### src/rtl/rob_pkg.sv
// Shared reorder-buffer types: per-entry control struct, null tag and pointer wrap helper.
// Tags run 1..DEPTH; tag 0 means "no tag / value ready".
package rob_pkg;

   localparam int ROB_TAG_NULL = 0;

   typedef struct packed {
      logic       valid;
      logic       ready;
      logic       wen;
      logic       is_branch;
      logic       pred;
      logic       taken;
      logic [4:0] rd;
   } rob_ent_t;

   function automatic int unsigned next_tag(input int unsigned tag, input int unsigned depth);
      return (tag >= depth) ? 32'd1 : tag + 32'd1;
   endfunction

endpackage

### src/rtl/rob_read_port.sv
// Operand lookup by tag, combinational; tag 0 always reads as ready with zero data.
// With ROB_RP_CDB_BYPASS_EN defined, a same-cycle CDB hit overrides stored state (lowest channel wins).
module rob_read_port #(
   parameter int DEPTH   = 16,
   parameter int NUM_CDB = 2,
   parameter int DATA_W  = 32,
   parameter int TAG_W   = $clog2(DEPTH+1)
) (
   input  logic [TAG_W-1:0]          rp_tag,
   input  logic [DEPTH-1:0]          ent_ready,
   input  logic [DEPTH*DATA_W-1:0]   ent_data,
   input  logic [NUM_CDB*TAG_W-1:0]  cdb_tag,
   input  logic [NUM_CDB*DATA_W-1:0] cdb_data,
   output logic [DATA_W-1:0]         rp_data,
   output logic                      rp_ready
);
   import rob_pkg::*;

   always_comb begin
      rp_ready = 1'b0;
      rp_data  = '0;
      if (rp_tag == TAG_W'(ROB_TAG_NULL)) begin
         rp_ready = 1'b1;
      end else begin
         for (int i = 0; i < DEPTH; i++) begin
            if (rp_tag == TAG_W'(i+1)) begin
               rp_ready = ent_ready[i];
               rp_data  = ent_data[i*DATA_W +: DATA_W];
            end
         end
`ifdef ROB_RP_CDB_BYPASS_EN
         // Descending scan so the lowest-index channel is applied last and wins.
         for (int c = NUM_CDB-1; c >= 0; c--) begin
            if (cdb_tag[c*TAG_W +: TAG_W] == rp_tag) begin
               rp_ready = 1'b1;
               rp_data  = cdb_data[c*DATA_W +: DATA_W];
            end
         end
`endif
      end
   end

`ifndef ROB_RP_CDB_BYPASS_EN
   logic unused_cdb;
   assign unused_cdb = ^{cdb_tag, cdb_data};
`endif

endmodule

### src/rtl/rob_nway.sv
// Parametrised ROB: in-order registered commit (1/cycle), mispredict flush, two operand read ports.
// alloc_ready = !full && !flush; CDB-to-commit is two edges minimum. Optional macro: ROB_RP_CDB_BYPASS_EN.
module rob_nway #(
   parameter int DEPTH   = 16,
   parameter int NUM_CDB = 2,
   parameter int DATA_W  = 32,
   parameter int OPC_W   = 12,
   parameter int TAG_W   = $clog2(DEPTH+1)
) (
   input  logic                         clk,
   input  logic                         rst,
   input  logic                         alloc_valid,
   input  logic [OPC_W-1:0]             alloc_opcode,
   input  logic [4:0]                   alloc_rd,
   input  logic                         alloc_wen,
   input  logic                         alloc_is_branch,
   input  logic                         alloc_pred_taken,
   input  logic [DATA_W-1:0]            alloc_alt_target,
   output logic                         alloc_ready,
   output logic [TAG_W-1:0]             alloc_tag,
   input  logic [NUM_CDB*TAG_W-1:0]     cdb_tag,
   input  logic [NUM_CDB*DATA_W-1:0]    cdb_data,
   input  logic [NUM_CDB-1:0]           cdb_taken,
   input  logic [TAG_W-1:0]             rp_tag1,
   input  logic [TAG_W-1:0]             rp_tag2,
   output logic [DATA_W-1:0]            rp_data1,
   output logic [DATA_W-1:0]            rp_data2,
   output logic                         rp_ready1,
   output logic                         rp_ready2,
   output logic                         commit_valid,
   output logic [OPC_W-1:0]             commit_opcode,
   output logic [4:0]                   commit_rd,
   output logic                         commit_wen,
   output logic [DATA_W-1:0]            commit_data,
   output logic [TAG_W-1:0]             commit_tag,
   output logic                         flush,
   output logic [DATA_W-1:0]            flush_target,
   output logic [$clog2(DEPTH+1)-1:0]   count,
   output logic                         full,
   output logic                         empty
);
   import rob_pkg::*;

   localparam int CNT_W = $clog2(DEPTH+1);

   rob_ent_t          ent      [DEPTH];
   logic [OPC_W-1:0]  ent_opc  [DEPTH];
   logic [DATA_W-1:0] ent_data [DEPTH];
   logic [DATA_W-1:0] ent_alt  [DEPTH];
   logic [TAG_W-1:0]  head, tail;

   rob_ent_t          head_ent;
   logic [OPC_W-1:0]  head_opc;
   logic [DATA_W-1:0] head_data, head_alt;
   logic              accept, do_commit, mispredict;
   logic [DEPTH-1:0]  wb_hit, wb_taken;
   logic [DATA_W-1:0] wb_data  [DEPTH];
   logic [DEPTH-1:0]  rdy_flat;
   logic [DEPTH*DATA_W-1:0] data_flat;

   assign full        = (count == CNT_W'(DEPTH));
   assign empty       = (count == '0);
   assign alloc_ready = !full && !flush;
   assign alloc_tag   = tail;
   assign accept      = alloc_valid && alloc_ready;

   always_comb begin
      head_ent  = '0;
      head_opc  = '0;
      head_data = '0;
      head_alt  = '0;
      for (int i = 0; i < DEPTH; i++) begin
         if (head == TAG_W'(i+1)) begin
            head_ent  = ent[i];
            head_opc  = ent_opc[i];
            head_data = ent_data[i];
            head_alt  = ent_alt[i];
         end
      end
      do_commit  = head_ent.valid && head_ent.ready;
      mispredict = do_commit && head_ent.is_branch && (head_ent.taken != head_ent.pred);
   end

   // Per-entry write-back select; descending channel scan lets channel 0 win on a shared tag.
   always_comb begin
      wb_hit   = '0;
      wb_taken = '0;
      for (int i = 0; i < DEPTH; i++) begin
         wb_data[i] = '0;
         for (int c = NUM_CDB-1; c >= 0; c--) begin
            if (cdb_tag[c*TAG_W +: TAG_W] == TAG_W'(i+1)) begin
               wb_hit[i]   = ent[i].valid;
               wb_taken[i] = cdb_taken[c];
               wb_data[i]  = cdb_data[c*DATA_W +: DATA_W];
            end
         end
      end
   end

   always_ff @(posedge clk or negedge rst) begin
      if (!rst) begin
         for (int i = 0; i < DEPTH; i++) begin
            ent[i]      <= '0;
            ent_opc[i]  <= '0;
            ent_data[i] <= '0;
            ent_alt[i]  <= '0;
         end
         head          <= TAG_W'(1);
         tail          <= TAG_W'(1);
         count         <= '0;
         commit_valid  <= 1'b0;
         commit_opcode <= '0;
         commit_rd     <= '0;
         commit_wen    <= 1'b0;
         commit_data   <= '0;
         commit_tag    <= '0;
         flush         <= 1'b0;
         flush_target  <= '0;
      end else begin
         commit_valid <= 1'b0;
         flush        <= 1'b0;
         for (int i = 0; i < DEPTH; i++) begin
            if (wb_hit[i]) begin
               ent[i].ready <= 1'b1;
               ent[i].taken <= wb_taken[i];
               ent_data[i]  <= wb_data[i];
            end
         end
         if (do_commit) begin
            commit_valid  <= 1'b1;
            commit_opcode <= head_opc;
            commit_rd     <= head_ent.rd;
            commit_wen    <= head_ent.wen;
            commit_data   <= head_data;
            commit_tag    <= head;
            for (int i = 0; i < DEPTH; i++)
               if (head == TAG_W'(i+1)) ent[i].valid <= 1'b0;
            head <= TAG_W'(next_tag(32'(head), DEPTH));
         end
         if (accept) begin
            for (int i = 0; i < DEPTH; i++) begin
               if (tail == TAG_W'(i+1)) begin
                  ent[i]     <= '{valid: 1'b1, ready: 1'b0, wen: alloc_wen,
                                  is_branch: alloc_is_branch, pred: alloc_pred_taken,
                                  taken: 1'b0, rd: alloc_rd};
                  ent_opc[i] <= alloc_opcode;
                  ent_alt[i] <= alloc_alt_target;
               end
            end
            tail <= TAG_W'(next_tag(32'(tail), DEPTH));
         end
         count <= count + CNT_W'(accept) - CNT_W'(do_commit);
         // Squash overrides everything above, including any allocation this cycle.
         if (mispredict) begin
            flush        <= 1'b1;
            flush_target <= head_alt;
            for (int i = 0; i < DEPTH; i++) ent[i].valid <= 1'b0;
            head  <= TAG_W'(1);
            tail  <= TAG_W'(1);
            count <= '0;
         end
      end
   end

   always_comb begin
      rdy_flat  = '0;
      data_flat = '0;
      for (int i = 0; i < DEPTH; i++) begin
         rdy_flat[i]                    = ent[i].ready;
         data_flat[i*DATA_W +: DATA_W]  = ent_data[i];
      end
   end

   rob_read_port #(.DEPTH(DEPTH), .NUM_CDB(NUM_CDB), .DATA_W(DATA_W), .TAG_W(TAG_W)) u_rp1 (
      .rp_tag(rp_tag1), .ent_ready(rdy_flat), .ent_data(data_flat),
      .cdb_tag(cdb_tag), .cdb_data(cdb_data), .rp_data(rp_data1), .rp_ready(rp_ready1)
   );

   rob_read_port #(.DEPTH(DEPTH), .NUM_CDB(NUM_CDB), .DATA_W(DATA_W), .TAG_W(TAG_W)) u_rp2 (
      .rp_tag(rp_tag2), .ent_ready(rdy_flat), .ent_data(data_flat),
      .cdb_tag(cdb_tag), .cdb_data(cdb_data), .rp_data(rp_data2), .rp_ready(rp_ready2)
   );

endmodule

### config.mk
export PLATFORM = sky130hd
export DESIGN_NAME = rob_nway
export DESIGN_NICKNAME = d
export VERILOG_FILES = /design/src/rtl/rob_pkg.sv /design/src/rtl/rob_read_port.sv /design/src/rtl/rob_nway.sv
export SDC_FILE = /design/constraint.sdc
export NUM_CORES = 2
export LEC_CHECK = 0
export CORE_MARGIN = 10
export CORE_UTILIZATION = 56
export DETAILED_ROUTE_END_ITERATION = 12
export GPL_TIMING_DRIVEN = 0
export PLACE_DENSITY = 0.86
export SYNTH_ARGS = -nofsm -noshare
export SYNTH_HDL_FRONTEND = slang
export SYNTH_SLANG_ARGS = --single-unit
export TNS_END_PERCENT = 10
### constraint.sdc
create_clock -name clk -period 4.5 [get_ports clk]
set_clock_uncertainty 0.15 [all_clocks]
set_input_delay 1.35 -clock clk [delete_from_list [all_inputs] [get_ports clk]]
set_output_delay 1.35 -clock clk [all_outputs]
set_load 0.03 [all_outputs]
==> results_dict.tcl, run 1 <==
set metrics [dict create \
    pre_cts_ws_ns -4.08 \
    hpwl_um 375000 \
    yosysTopAreaCell "dfrtp_1" \
    grt_start_max_net_pins 194 \
    rows 138 \
    synth.top_cell.area_share_pct 47.0 \
    numCtsBuffers 161 \
    syn-instance-count 7876 \
    grt-ovfl-total 21 \
    yosysMostFrequentCell "dfrtp_1" \
    start_util_pct 56.3 \
    avgSynthCellArea_um2 10.1 \
    holdBufCountCts 0 \
    die_h_um 397 \
    synth_commonest_cells "dfrtp_1, o21ai_0, mux2_2" \
    synth_edf_count 0 \
    outcome "aborted with a tool error" \
    synth_area_um2 79600 \
    cts_max_path_buffers 3 \
    io_pins 309 \
    cts.sinks 1496 \
    gp_congestion 1.23 \
    grtUsageTotal_pct 71.9 \
    stop_stage "global routing (5_1_grt)" \
    synthesis.nets 8032 \
    synthFlopType "dfrtp_1" \
    first_global_vias 91800 \
    error "[ERROR GRT-0116] Global routing finished with congestion. Check the congestion regions in the DRC Viewer." \
    yosysSeqAreaShare_pct 47.0 \
    io_buffers 302 \
    async_flop_share_pct 100 \
    grt_pass1_wl_um 793000 \
    die_x_um 397 \
    htreeDepth 4 \
    ctsRootBufferMaster "clkbuf_16" \
    synthTopCellsByArea "dfrtp_1, mux2_2, mux2i_1" \
    ys_ff_latch 1496 \
    synth_cell_types 95 \
    ys_warn_count 0 \
]
==> stage by stage <==
step	TNS, ns	std cells	utilization (%)	instance area [um2]
after CTS	-98.22	10500	67.9	96100
after global placement	-	10100	60.6	85600
after floorplan	-5.88	7876	-	80200
after detailed placement	-676.44	10100	60.8	86000
==> metal layers <==
layer	track usage [%]	overflow
met5	29.9	0
met4	70.3	16
met3	58.0	0
met2	87.2	5
met1	72.0	0
==> cell families after synthesis <==
kind of cell	after synthesis	share of synthesized area [%]
and+or+nand+nor	1597	8.95
xor gates and xnor gates	6	0.0755
muxes	1393	18.9
AOI/OAI and AO/OA	2530	20.6
buffers and inverters	839	4.19
DFF	1496	47.0
adders and majority gates	15	0.245
==> what timing repair did <==
action | CTS
resized for setup | 1178
pin swaps | 147
cloned | 9
setup endpoints to repair | 275
setup buffers | 107
==> inputs of run 2 (changes only) <==
--- a/config.mk
+++ b/config.mk
@@ -6,10 +6,10 @@
 export NUM_CORES = 2
 export LEC_CHECK = 0
 export CORE_MARGIN = 10
-export CORE_UTILIZATION = 56
+export CORE_UTILIZATION = 40
 export DETAILED_ROUTE_END_ITERATION = 12
 export GPL_TIMING_DRIVEN = 0
-export PLACE_DENSITY = 0.86
+export PLACE_DENSITY_LB_ADDON = 0.15
 export SYNTH_ARGS = -nofsm -noshare
 export SYNTH_HDL_FRONTEND = slang
 export SYNTH_SLANG_ARGS = --single-unit
==> constraint.sdc (replaced) <==
create_clock -name clk -period 5.9 [get_ports clk]
set_clock_uncertainty 0.15 [all_clocks]
set_input_delay 1.77 -clock clk [delete_from_list [all_inputs] [get_ports clk]]
set_output_delay 1.77 -clock clk [all_outputs]
set_load 0.03 [all_outputs]
==> results_dict.tcl, run 2 <==
set metrics [dict create \
    switchingPower_w 0.0124 \
    p_clk_share_pct 32.4 \
    syn-instance-count 7876 \
    synth_cell_types 95 \
    grt_antenna_before_repair 66 \
    cts_tree "done" \
    max_cap_viol_count 14 \
    worst_ir_drop_vdd_uv 369 \
    fin_nets 8636 \
    holdCritStartpoint "commit_tag[2]$_DFFE_PN0N_" \
    synthTopCellsByArea "dfrtp_1, mux2_2, mux2i_1" \
    cts.sinks 1496 \
    reg2regPathDepth 11 \
    endpoint_kind "flip-flop" \
    holdWs_ns 0.324 \
    via_per_inst 7.23 \
    gp_congestion 1.15 \
    vias 81800 \
    synth_commonest_cells "dfrtp_1, o21ai_0, mux2_2" \
    io_pins 309 \
    intPower_w 0.0239 \
    synthesis.nets 8032 \
    swShare_pct 34.1 \
    p_per_area_nw_per_um2 374 \
    startpoint "head[0]$_DFFE_PN1P_" \
    worstPathArrival_ns 7.40 \
    grt_pass1_wl_um 733000 \
    ys_ff_latch 1496 \
    fin_util_pct 49.1 \
    worstHoldPathCells 2 \
    fin_tns_setup_ns -50.10 \
    dp.cells 10800 \
    hold_path_end "commit_tag[2]$_DFFE_PN0N_" \
    fin_ws_ns -0.800 \
    drc_errors 0 \
    first_iter_violations 13300 \
    clk_pin_slew_ns 0.06 \
    crit_path_start_kind "flip-flop" \
    synth_edf_count 0 \
    p_leak_nw 42.0 \
    ctsRootBufferMaster "clkbuf_16" \
    required_ns 6.60 \
    rows 163 \
    yosysSeqAreaShare_pct 47.0 \
    die-area_um2 217000 \
    die_x_um 466 \
    wire_per_inst_um 49.6 \
    crit_fanout 10 \
    slew_headroom_pct -8.54 \
    synthToLayoutAreaGrowth_pct 21.9 \
    setup_violations 133 \
    htreeDepth 4 \
    fin_area_um2 97000 \
    hp-class "reg2reg" \
    cts_max_path_buffers 3 \
    grtUsageTotal_pct 50.0 \
    layout.cells.non_filler 11300 \
    tightest_slew_ns 1.61 \
    finalCriticalPeriod_ns 6.70 \
    p_seq_share_pct 47.9 \
    post-route-period-util_pct 114 \
    numCtsBuffers 172 \
    first_global_vias 78000 \
    finalHoldViolCount 0 \
    rsz0062_at_grt "yes" \
    grt-ovfl-total 0 \
    die_h_um 466 \
    clk_latency_ns 0.96 \
    slew_viol_final 120 \
    io_buffers 302 \
    combPwrFrac_pct 19.7 \
    fmax_mhz 149 \
    fillers 18500 \
    placed_area_um2 86400 \
    violations "capacitance limit, slew limit, setup timing" \
    start_util_pct 40.3 \
    grt_start_max_net_pins 157 \
    worstReg2RegStart "head[0]$_DFFE_PN1P_" \
    outcome "finished with violations" \
    ant_nets 0 \
    worstReg2RegEnd "commit_data[26]$_DFFE_PN0N_" \
    drt_wl_total_um 562000 \
    drive_above_1_share_pct 22.0 \
    worstSetupPathType "reg2reg" \
    final_common_cell "dfrtp_1" \
    hpwl_um 424000 \
    core_um2 198000 \
    yosysMostFrequentCell "dfrtp_1" \
    synth.top_cell.area_share_pct 47.0 \
    synth_area_um2 79600 \
    yosysTopAreaCell "dfrtp_1" \
    ys_warn_count 0 \
    synthFlopType "dfrtp_1" \
    avgSynthCellArea_um2 10.1 \
    layout_common_cells "dfrtp_1, o21ai_0, mux2_2" \
    dr.pass1.iters 13 \
    reg2reg_slack_ns -0.80 \
    async_flop_share_pct 100 \
]
run 2: cell counts after synthesis:
Identical to the previous run, type by type.
run 2: through the flow:
step	setup WS (ns)	power, W
2_1_floorplan	-0.275	0.0199
3_3_place_gp	-68.69	0.0236
3_5_place_dp	-4.90	0.0238
6_report	-0.800	0.0362
4_1_cts	-0.510	0.0356
5_1_grt	-0.665	0.0371
run 2: how the worst max path moves through the flow:
| stage | end | slack, ns | cells after the start |
|---|---|---|---|
| 2_1_floorplan | rp_data1[22] | -0.27 | 9 |
| 3_3_place_gp | ent_alt[297]$_DFFE_PN0P_ | -68.69 | 1 |
| 3_5_place_dp | rp_data1[26] | -4.90 | 11 |
| 4_1_cts | rp_data1[25] | -0.51 | 11 |
| 5_1_grt | rp_data1[25] | -0.67 | 11 |
| 6_report | commit_data[26]$_DFFE_PN0N_ | -0.80 | 11 |
run 2: routing by layer:
metal	GRT usage [%]	up-vias	part of all wire [%]
li1	-	30700	-
met1	54.3	41500	34
met2	72.2	6941	42
met3	19.5	2633	11
met4	51.4	18	13
met5	0.637	-	0.038
run 2: kinds of logic (layout without fill, tap and decap cells):
logic type,after synthesis,after routing,synth area share [%]
xor+xnor,6,6,0.0755
mux,1393,1393,18.9
simple gates,1597,1597,8.95
flops,1496,1496,47.0
compound gates,2530,2530,20.6
other cells,0,55,0
fa+ha+maj,15,15,0.245
buf+inv,839,1581,4.19
run 2: worst max-delay path, stage by stage, from the launching register on:
cell	delay, ns
dfstp_2	0.58
inv_1	0.17
ha_1	0.42
nand4bb_1	0.30
buf_2	0.36
buf_2	0.48
buf_1	0.80
clkbuf_1	0.98
o2111ai_1	0.80
a31oi_2	0.87
o221ai_1	0.40
a21oi_1	0.24
run 2: cell type report:
class / instances / area, um2 / area share, %
tap: 2640 / 3300 / 3.41
clock inverter: 67 / 1060 / 1.09
buffer: 778 / 4400 / 4.53
inverter: 53 / 199 / 0.205
multi-input combinational: 5541 / 40900 / 42.1
timing repair buffer: 438 / 4610 / 4.75
clock buffer: 245 / 5000 / 5.16
sequential: 1496 / 37400 / 38.6
antenna: 55 / 138 / 0.142
run 2: repair_timing:
action / in CTS / in global routing
cloned: 2 / 0
hold buffers: 0 / 0
buffers inserted: 72 / 34
pin swaps: 118 / 71
resized for setup: 1112 / 185
setup endpoints to repair: 114 / 113
run 2: power groups by stage:
stage	Sequential, W	Combinational [W]	Clock (W)
3_5_place_dp	0.0171	0.00667	0
5_1_grt	0.0174	0.00753	0.0121
2_1_floorplan	0.0155	0.00438	0
3_3_place_gp	0.0172	0.00639	0
6_report	0.0173	0.00714	0.0117
4_1_cts	0.0170	0.00687	0.0117
Note: power is estimated with default switching activity, not from simulation.
